$ cat src/rtl/bcd_updown_counter_pkg.sv
// -----------------------------------------------------------------------------
// bcd_pkg
// Shared constants and helpers for the BCD up/down counter.
//   DIGIT_W   : width of one BCD digit
//   DIGIT_MAX : largest legal BCD digit value
//   DIGIT_MIN : smallest legal BCD digit value
//   bcd_valid : 1 when a 4-bit value is a legal BCD digit (0..9)
// -----------------------------------------------------------------------------
package bcd_pkg;

    localparam int         DIGIT_W   = 4;
    localparam logic [3:0] DIGIT_MAX = 4'd9;
    localparam logic [3:0] DIGIT_MIN = 4'd0;

    function automatic logic bcd_valid(input logic [3:0] v);
        return (v <= DIGIT_MAX);
    endfunction

endpackage

$ cat src/rtl/bcd_updown_counter_digit.sv
// -----------------------------------------------------------------------------
// bcd_digit
// One decimal digit of the up/down counter.
//   CLK    : clock, rising edge
//   RST    : asynchronous active-high reset, clears the digit
//   CLR    : synchronous clear (highest priority)
//   LOAD   : synchronous load of din (illegal values load as 0)
//   din    : digit load value
//   ci     : count-in; the digit steps when ci=1 and no CLR/LOAD
//   UP     : direction, 1 = increment, 0 = decrement
//   q      : current digit value, always 0..9
//   co     : terminal count (9 going up, 0 going down) gated by ci
//   err_ld : LOAD is active and din is not a legal digit
// -----------------------------------------------------------------------------
module bcd_digit
    import bcd_pkg::*;
(
    input  logic       CLK,
    input  logic       RST,
    input  logic       CLR,
    input  logic       LOAD,
    input  logic [3:0] din,
    input  logic       ci,
    input  logic       UP,
    output logic [3:0] q,
    output logic       co,
    output logic       err_ld
);

    logic [3:0] q_q;
    logic [3:0] q_d;

    always_comb begin
        q_d = q_q;
        if (CLR) begin
            q_d = DIGIT_MIN;
        end else if (LOAD) begin
            q_d = bcd_valid(din) ? din : DIGIT_MIN;
        end else if (ci) begin
            if (UP) begin
                // >= rather than == so an illegal value can never persist
                q_d = (q_q >= DIGIT_MAX) ? DIGIT_MIN : q_q + 4'd1;
            end else begin
                q_d = (q_q == DIGIT_MIN) ? DIGIT_MAX : q_q - 4'd1;
            end
        end
    end

    always_ff @(posedge CLK or posedge RST) begin
        if (RST) begin
            q_q <= DIGIT_MIN;
        end else begin
            q_q <= q_d;
        end
    end

    assign q      = q_q;
    assign co     = ci & (UP ? (q_q == DIGIT_MAX) : (q_q == DIGIT_MIN));
    assign err_ld = LOAD & ~bcd_valid(din);

endmodule

$ cat src/rtl/bcd_updown_counter.sv
// -----------------------------------------------------------------------------
// bcd_updown_counter
// Multi-digit BCD up/down counter feeding BCD-to-7-segment decoders.
//   CLK  : clock, rising edge
//   RST  : asynchronous active-high reset
//   CLR  : synchronous clear of Q and ERR (priority over LOAD and EN)
//   LOAD : synchronous parallel load from D (priority over EN)
//   EN   : count enable
//   UP   : 1 = increment, 0 = decrement
//   D    : packed BCD load value, digit i at D[4i+3:4i]
//   Q    : packed BCD count
//   RBI  : per-digit ripple-blank-in; 0 means the digit may be blanked if zero
//   CO   : one-cycle carry pulse, high alongside the wrapped all-zeros value
//   BO   : one-cycle borrow pulse, high alongside the wrapped all-nines value
//   ERR  : sticky, set by loading an illegal digit, cleared by CLR/RST
// -----------------------------------------------------------------------------
module bcd_updown_counter
    import bcd_pkg::*;
#(
    parameter int NDIG = 4
) (
    input  logic                  CLK,
    input  logic                  RST,
    input  logic                  CLR,
    input  logic                  LOAD,
    input  logic                  EN,
    input  logic                  UP,
    input  logic [4*NDIG-1:0]     D,
    output logic [4*NDIG-1:0]     Q,
    output logic [NDIG-1:0]       RBI,
    output logic                  CO,
    output logic                  BO,
    output logic                  ERR
);

    // carry[i] is the count-in of digit i; carry[NDIG] means every digit is
    // at its terminal value and EN is high, i.e. the whole counter wraps.
    logic [NDIG:0]   carry;
    logic [NDIG-1:0] err_ld;

    logic co_q, co_d;
    logic bo_q, bo_d;
    logic err_q, err_d;

    assign carry[0] = EN;

    for (genvar g = 0; g < NDIG; g++) begin : g_digit
        bcd_digit u_digit (
            .CLK    (CLK),
            .RST    (RST),
            .CLR    (CLR),
            .LOAD   (LOAD),
            .din    (D[DIGIT_W*g +: DIGIT_W]),
            .ci     (carry[g]),
            .UP     (UP),
            .q      (Q[DIGIT_W*g +: DIGIT_W]),
            .co     (carry[g+1]),
            .err_ld (err_ld[g])
        );
    end

    always_comb begin
        co_d  = 1'b0;
        bo_d  = 1'b0;
        err_d = err_q;
        if (CLR) begin
            err_d = 1'b0;
        end else if (LOAD) begin
            err_d = err_q | (|err_ld);
        end else begin
            co_d = carry[NDIG] & UP;
            bo_d = carry[NDIG] & ~UP;
        end
    end

    always_ff @(posedge CLK or posedge RST) begin
        if (RST) begin
            co_q  <= 1'b0;
            bo_q  <= 1'b0;
            err_q <= 1'b0;
        end else begin
            co_q  <= co_d;
            bo_q  <= bo_d;
            err_q <= err_d;
        end
    end

    assign CO  = co_q;
    assign BO  = bo_q;
    assign ERR = err_q;

    // A digit may be blanked only while every digit above it is zero. The
    // least significant digit is never blanked so zero still shows "0".
    always_comb begin
        RBI = '0;
        for (int i = NDIG - 2; i >= 0; i--) begin
            RBI[i] = RBI[i+1] | (Q[DIGIT_W*(i+1) +: DIGIT_W] != DIGIT_MIN);
        end
        RBI[0] = 1'b1;
    end

endmodule
$ cat config.mk
export PLATFORM = sky130hd
export DESIGN_NAME = bcd_updown_counter
export DESIGN_NICKNAME = d
export VERILOG_FILES = /design/src/rtl/bcd_updown_counter_pkg.sv /design/src/rtl/bcd_updown_counter_digit.sv /design/src/rtl/bcd_updown_counter.sv
export SDC_FILE = /design/constraint.sdc
export NUM_CORES = 1
export LEC_CHECK = 0
export ABC_AREA = 1
export BUFFER_PORTS_ARGS = -buffer_cell sky130_fd_sc_hd__buf_2
export CORE_UTILIZATION = 35
export DETAILED_ROUTE_END_ITERATION = 8
export PLACE_DENSITY = 0.58
export SLEW_MARGIN = 20
export SYNTH_ARGS = -nofsm -noshare
export SYNTH_HDL_FRONTEND = slang
export SYNTH_SLANG_ARGS = --single-unit
$ cat constraint.sdc
create_clock -name CLK -period 1.5 [get_ports CLK]
set_clock_uncertainty 0.2 [all_clocks]
set_input_delay 0.075 -clock CLK [delete_from_list [all_inputs] [get_ports CLK]]
set_output_delay 0.075 -clock CLK [all_outputs]
set_load 0.005 [all_outputs]
==> summary by stage <==
GRT
In the global route stage, overall resource usage came out at 0.217. After global routing the overflow that remains totals 0. The busiest layer in global routing is met2. The via count of the first global-routing pass was 2245.

The first global-routing pass estimated 10400 um of wire. The number of antenna violations at the first check in global routing was 0. For this run, global-route usage on met2 was measured as 0.387.

For this run, global-route usage on met3 was measured as 0.0381. For met1 alone, demand over resource in global routing was 0.273. The pin count of the biggest net entering global routing is 20.

CTS
The number of sinks on the clock net is 19. The buffer levels on the longest clock path is 2. CTS built an H-tree with a depth of 1.

The clock-pin slew on the worst setup and hold paths is 0.08 ns. The number of clock buffers added by TritonCTS is 3. The clock tree from TritonCTS is yes.

The later pin in the worst-skew pair is clocked with a latency of 0.27 ns. The root buffer cell chosen for the clock tree is clkbuf_8.

Die
For this design the top-level I/O count stands at 45. The die boundary height is 77.1 um. After floorplanning, the core was divided into 26 placement rows. After floorplanning, the core was sized to cover 5270 um2. The area of the die is 5940 um2. The starting density of the core is 0.374. The horizontal extent of the die is 77.1 um.

Setup path
The endpoint of the lowest-slack register-to-register path is g_digit[2].u_digit.q[1]. The length in cells of the worst reg-to-reg path is 9. The largest fanout on the critical path is 3.

The most prevalent standard cell on the critical path is buf_6. The type of the worst setup path is reg2out. Data on the critical path arrives at its endpoint at 1.48 ns. The kind of capture point of the worst setup path is an output port. The startpoint of the worst register-to-register path is g_digit[0].u_digit.q[0]. The data required time at the worst endpoint is 1.22 ns.

The signal on the critical path passes through inv_2 > ha_4 > nand3_4 > buf_6 > or2_4 > buf_6. The largest single stage delay on the critical path is 0.40 ns. The type of origin of the critical path is a flip-flop.

The sum of buffers and inverters on the critical path is 3. The kind of cell with the highest combined delay along the critical path is flip-flops. The slowest stage of the critical path belongs to the cell dfrtp_1.

The register-to-register path setup slack is -0.24 ns.

Route
The pre-antenna-repair detailed-routing pass consisted of 4 iterations. The detail route stage leaves a number of antenna-violating nets equal to 0. The starting DRC count in detailed routing is 83. Using the TritonRoute via totals, the vias-per-cell ratio works out to 4.90. The total wire length after detailed routing is 6410 um.

In the final routed layout, each cell accounts on average for 13.4 um. The count of vias placed by the detailed router is 2351. In the routed design, unresolved DRC markers number 0.

Cells and area
The number of antenna repair diodes is 0. The net count of the finished layout is 449. Summing all non-filler instances in the final layout gives an area of 3260 um2. The finished layout holds 480 standard cells, fillers aside. Compared with the post-synthesis result, the final layout area differs by 65.2%. The filler cells instantiated in the layout total 489.

In the final layout, the share of cells above drive strength 1 is 0.471.

STA
For the finished layout, the period the worst path requires is 1.75 ns. The total count of max-transition violations in the final report is 0. Setup violations remaining at the end of the flow were counted as 20. On the final layout, the worst hold slack is -0.00259 ns. Dividing the final minimum period by the clock period gives 1.17. The number of hold-slack violations in the final timing report was 1. Setup repair after global routing could not meet its margin everywhere. The maximum frequency from static timing analysis is 571 MHz.

Once routing completed, OpenROAD measured the worst setup slack at -0.253 ns.

Yosys
The number of cells produced by synthesis is 295. The area of the mapped netlist is 1970 um2. The number of flops mapped to enable cells by yosys is 0. Ranked by total cell area, the synthesized netlist is headed by dfrtp_1, nand2_1, ha_1.

Counting flops with an async set or reset pin after synthesis yields a share of 1.00. nand2_1 is the most common cell in the netlist. The total number of yosys warnings is 0. Counting instances in the post-synthesis netlist gives the leading cell types as nand2_1, nand3_1, inv_1.

The proportion of synthesized chip area in sequential cells is 0.241. Of all cell types, the one taking the most synthesized area is dfrtp_1. Counting every net in the synthesized netlist gives 333.

A synthesized cell averages 6.68 um2. The share of Yosys cell area claimed by the top area cell type is 0.241. The number of storage elements in the synthesis netlist is 19. The most common flop cell mapped by yosys is dfrtp_1. The number of different library cells in the post-synthesis netlist is 32.

Pwr
The fraction of power consumed by combinational cells is 0.577. The worst supply voltage drop on vdd is 495 uV. Of the total power, the clock network draws 0.164. The sequential group share of total power is 0.259. The switching power of the nets is 0.926 mW. The leakage power is 1.62 nW. The internal power of the cells totals 1.42 mW. Of the total power, the share spent switching nets is 0.394. The power density over cell area is 722 nW/um2. The total power is 2.35 mW.

Placement
After detailed placement, the design holds a cell count of 440. Port buffering added 42 buffers. After detailed placement, the total cell area comes to 2580 um2. The HPWL after detailed placement is 4380 um.

The worst setup timing slack at the placement stage is -0.181 ns. The routability-driven placement congestion ratio is 0.826.

Run status
The flow ran to the end, but the final reports show violations. The final reports fail on negative hold slack, negative setup slack.

Flow run
The tool flagged a number of max-cap violations equal to 0.

Worst hold path
The worst hold path terminates at g_digit[3].u_digit.q[0]. The path class of the lowest-slack min-delay path is in2reg. In this run the most critical hold path is launched from D[12]. The cell depth of the worst hold path is 5.
## worst min-delay path: stages
cell and delay [ns]:
buf_2 0.08, a31oi_1 0.09, a21oi_2 0.10, nand2_1 0.05
nand2_1 0.05
## power groups by stage
stage | Sequential (mW) | Combinational [mW] | Clock [mW]
2_1_floorplan | 0.637 | 0.558 | 0
3_3_place_gp | 0.615 | 0.962 | 0
3_5_place_dp | 0.617 | 0.969 | 0
4_1_cts | 0.607 | 1.22 | 0.390
5_1_grt | 0.615 | 1.49 | 0.414
6_report | 0.609 | 1.36 | 0.385
## flip-flops by register name (all words and copies together), names as in the netlist
register           cells
ERR                    1
CO                     1
g_digit.u_digit.q     16
BO                     1
## placed cells by master (no fill, tap or decap), types with 2 or more instances in the layout
cell type / netlist / final
nand2_1: 75 / 65
buf_4: 3 / 51
buf_2: 3 / 40
nand3_1: 30 / 22
nor2_1: 26 / 22
inv_1: 28 / 18
dfrtp_1: 19 / 17
buf_6: 2 / 16
inv_2: 7 / 15
dlygate4sd3_1: 0 / 12
nand2_2: 5 / 11
o21ai_1: 3 / 11
a21oi_1: 13 / 11
o21ai_0: 19 / 10
nand3_2: 4 / 9
nand4_1: 8 / 8
ha_4: 0 / 8
nor2_2: 3 / 6
nand2_4: 2 / 5
nand3_4: 2 / 5
o211ai_1: 5 / 5
ha_2: 0 / 5
xnor2_1: 5 / 4
a31oi_1: 3 / 3
ha_1: 16 / 3
clkbuf_8: 0 / 3
nand3b_1: 2 / 2
inv_4: 0 / 2
xor2_2: 0 / 2
nor2_4: 1 / 2
o21ai_4: 1 / 2
a21oi_2: 0 / 2
conb_1: 2 / 2
dfrtp_2: 0 / 2
buf_12: 0 / 2
## worst max path at each step
stage	cells after the start	to	from
6_report	6	RBI[1]	g_digit[3].u_digit.q[1]
2_1_floorplan	9	g_digit[2].u_digit.q[0]	g_digit[0].u_digit.q[1]
3_5_place_dp	9	g_digit[2].u_digit.q[2]	g_digit[0].u_digit.q[1]
3_3_place_gp	8	g_digit[3].u_digit.q[3]	g_digit[2].u_digit.q[0]
4_1_cts	6	RBI[1]	g_digit[3].u_digit.q[1]
5_1_grt	11	g_digit[3].u_digit.q[1]	g_digit[3].u_digit.q[0]
## through the flow
stage          hold WS (ns)   util  TNS, ns
2_1_floorplan        -0.174      -   -0.512
3_3_place_gp        -0.0855  0.490    -1.48
3_5_place_dp        -0.0742  0.490    -1.81
4_1_cts             0.00540  0.581    -2.24
5_1_grt              0.0280  0.618    -4.57
6_report           -0.00259  0.618    -3.09
## routing by layer
layer,vias up,routed length (um),share of wire
met5,-,0,0
met2,47,3240,0.50
met4,0,54,0.0084
met3,8,179,0.028
li1,1185,-,-
met1,1111,2940,0.46
## area by class of cell
type,count,area (um2),area share
repair buffers,121,923,0.284
clock buffers,3,41.3,0.0127
well taps,70,87.6,0.0269
clock inverters,1,5.00,0.00154
inverters,36,140,0.0430
flip-flops and latches,19,478,0.147
multi-input cells,230,1580,0.486
## logic make-up after synthesis
logic type | count (synthesis) | share of synthesized area
other cells | 2 | 0.00381
buf+inv | 46 | 0.103
xor+xnor | 8 | 0.0355
fa+ha+maj | 16 | 0.102
flops | 19 | 0.241
compound gates | 45 | 0.130
simple gates | 159 | 0.385
## timing repair
action,4_1_cts,5_1_grt
pin swaps,30,29
hold buffers,12,0
setup endpoints to repair,20,20
resized for setup,49,34
cloned,0,0
endpoints found under the hold margin,29,0
setup buffers,16,9
(Power assumes the default switching activity.)
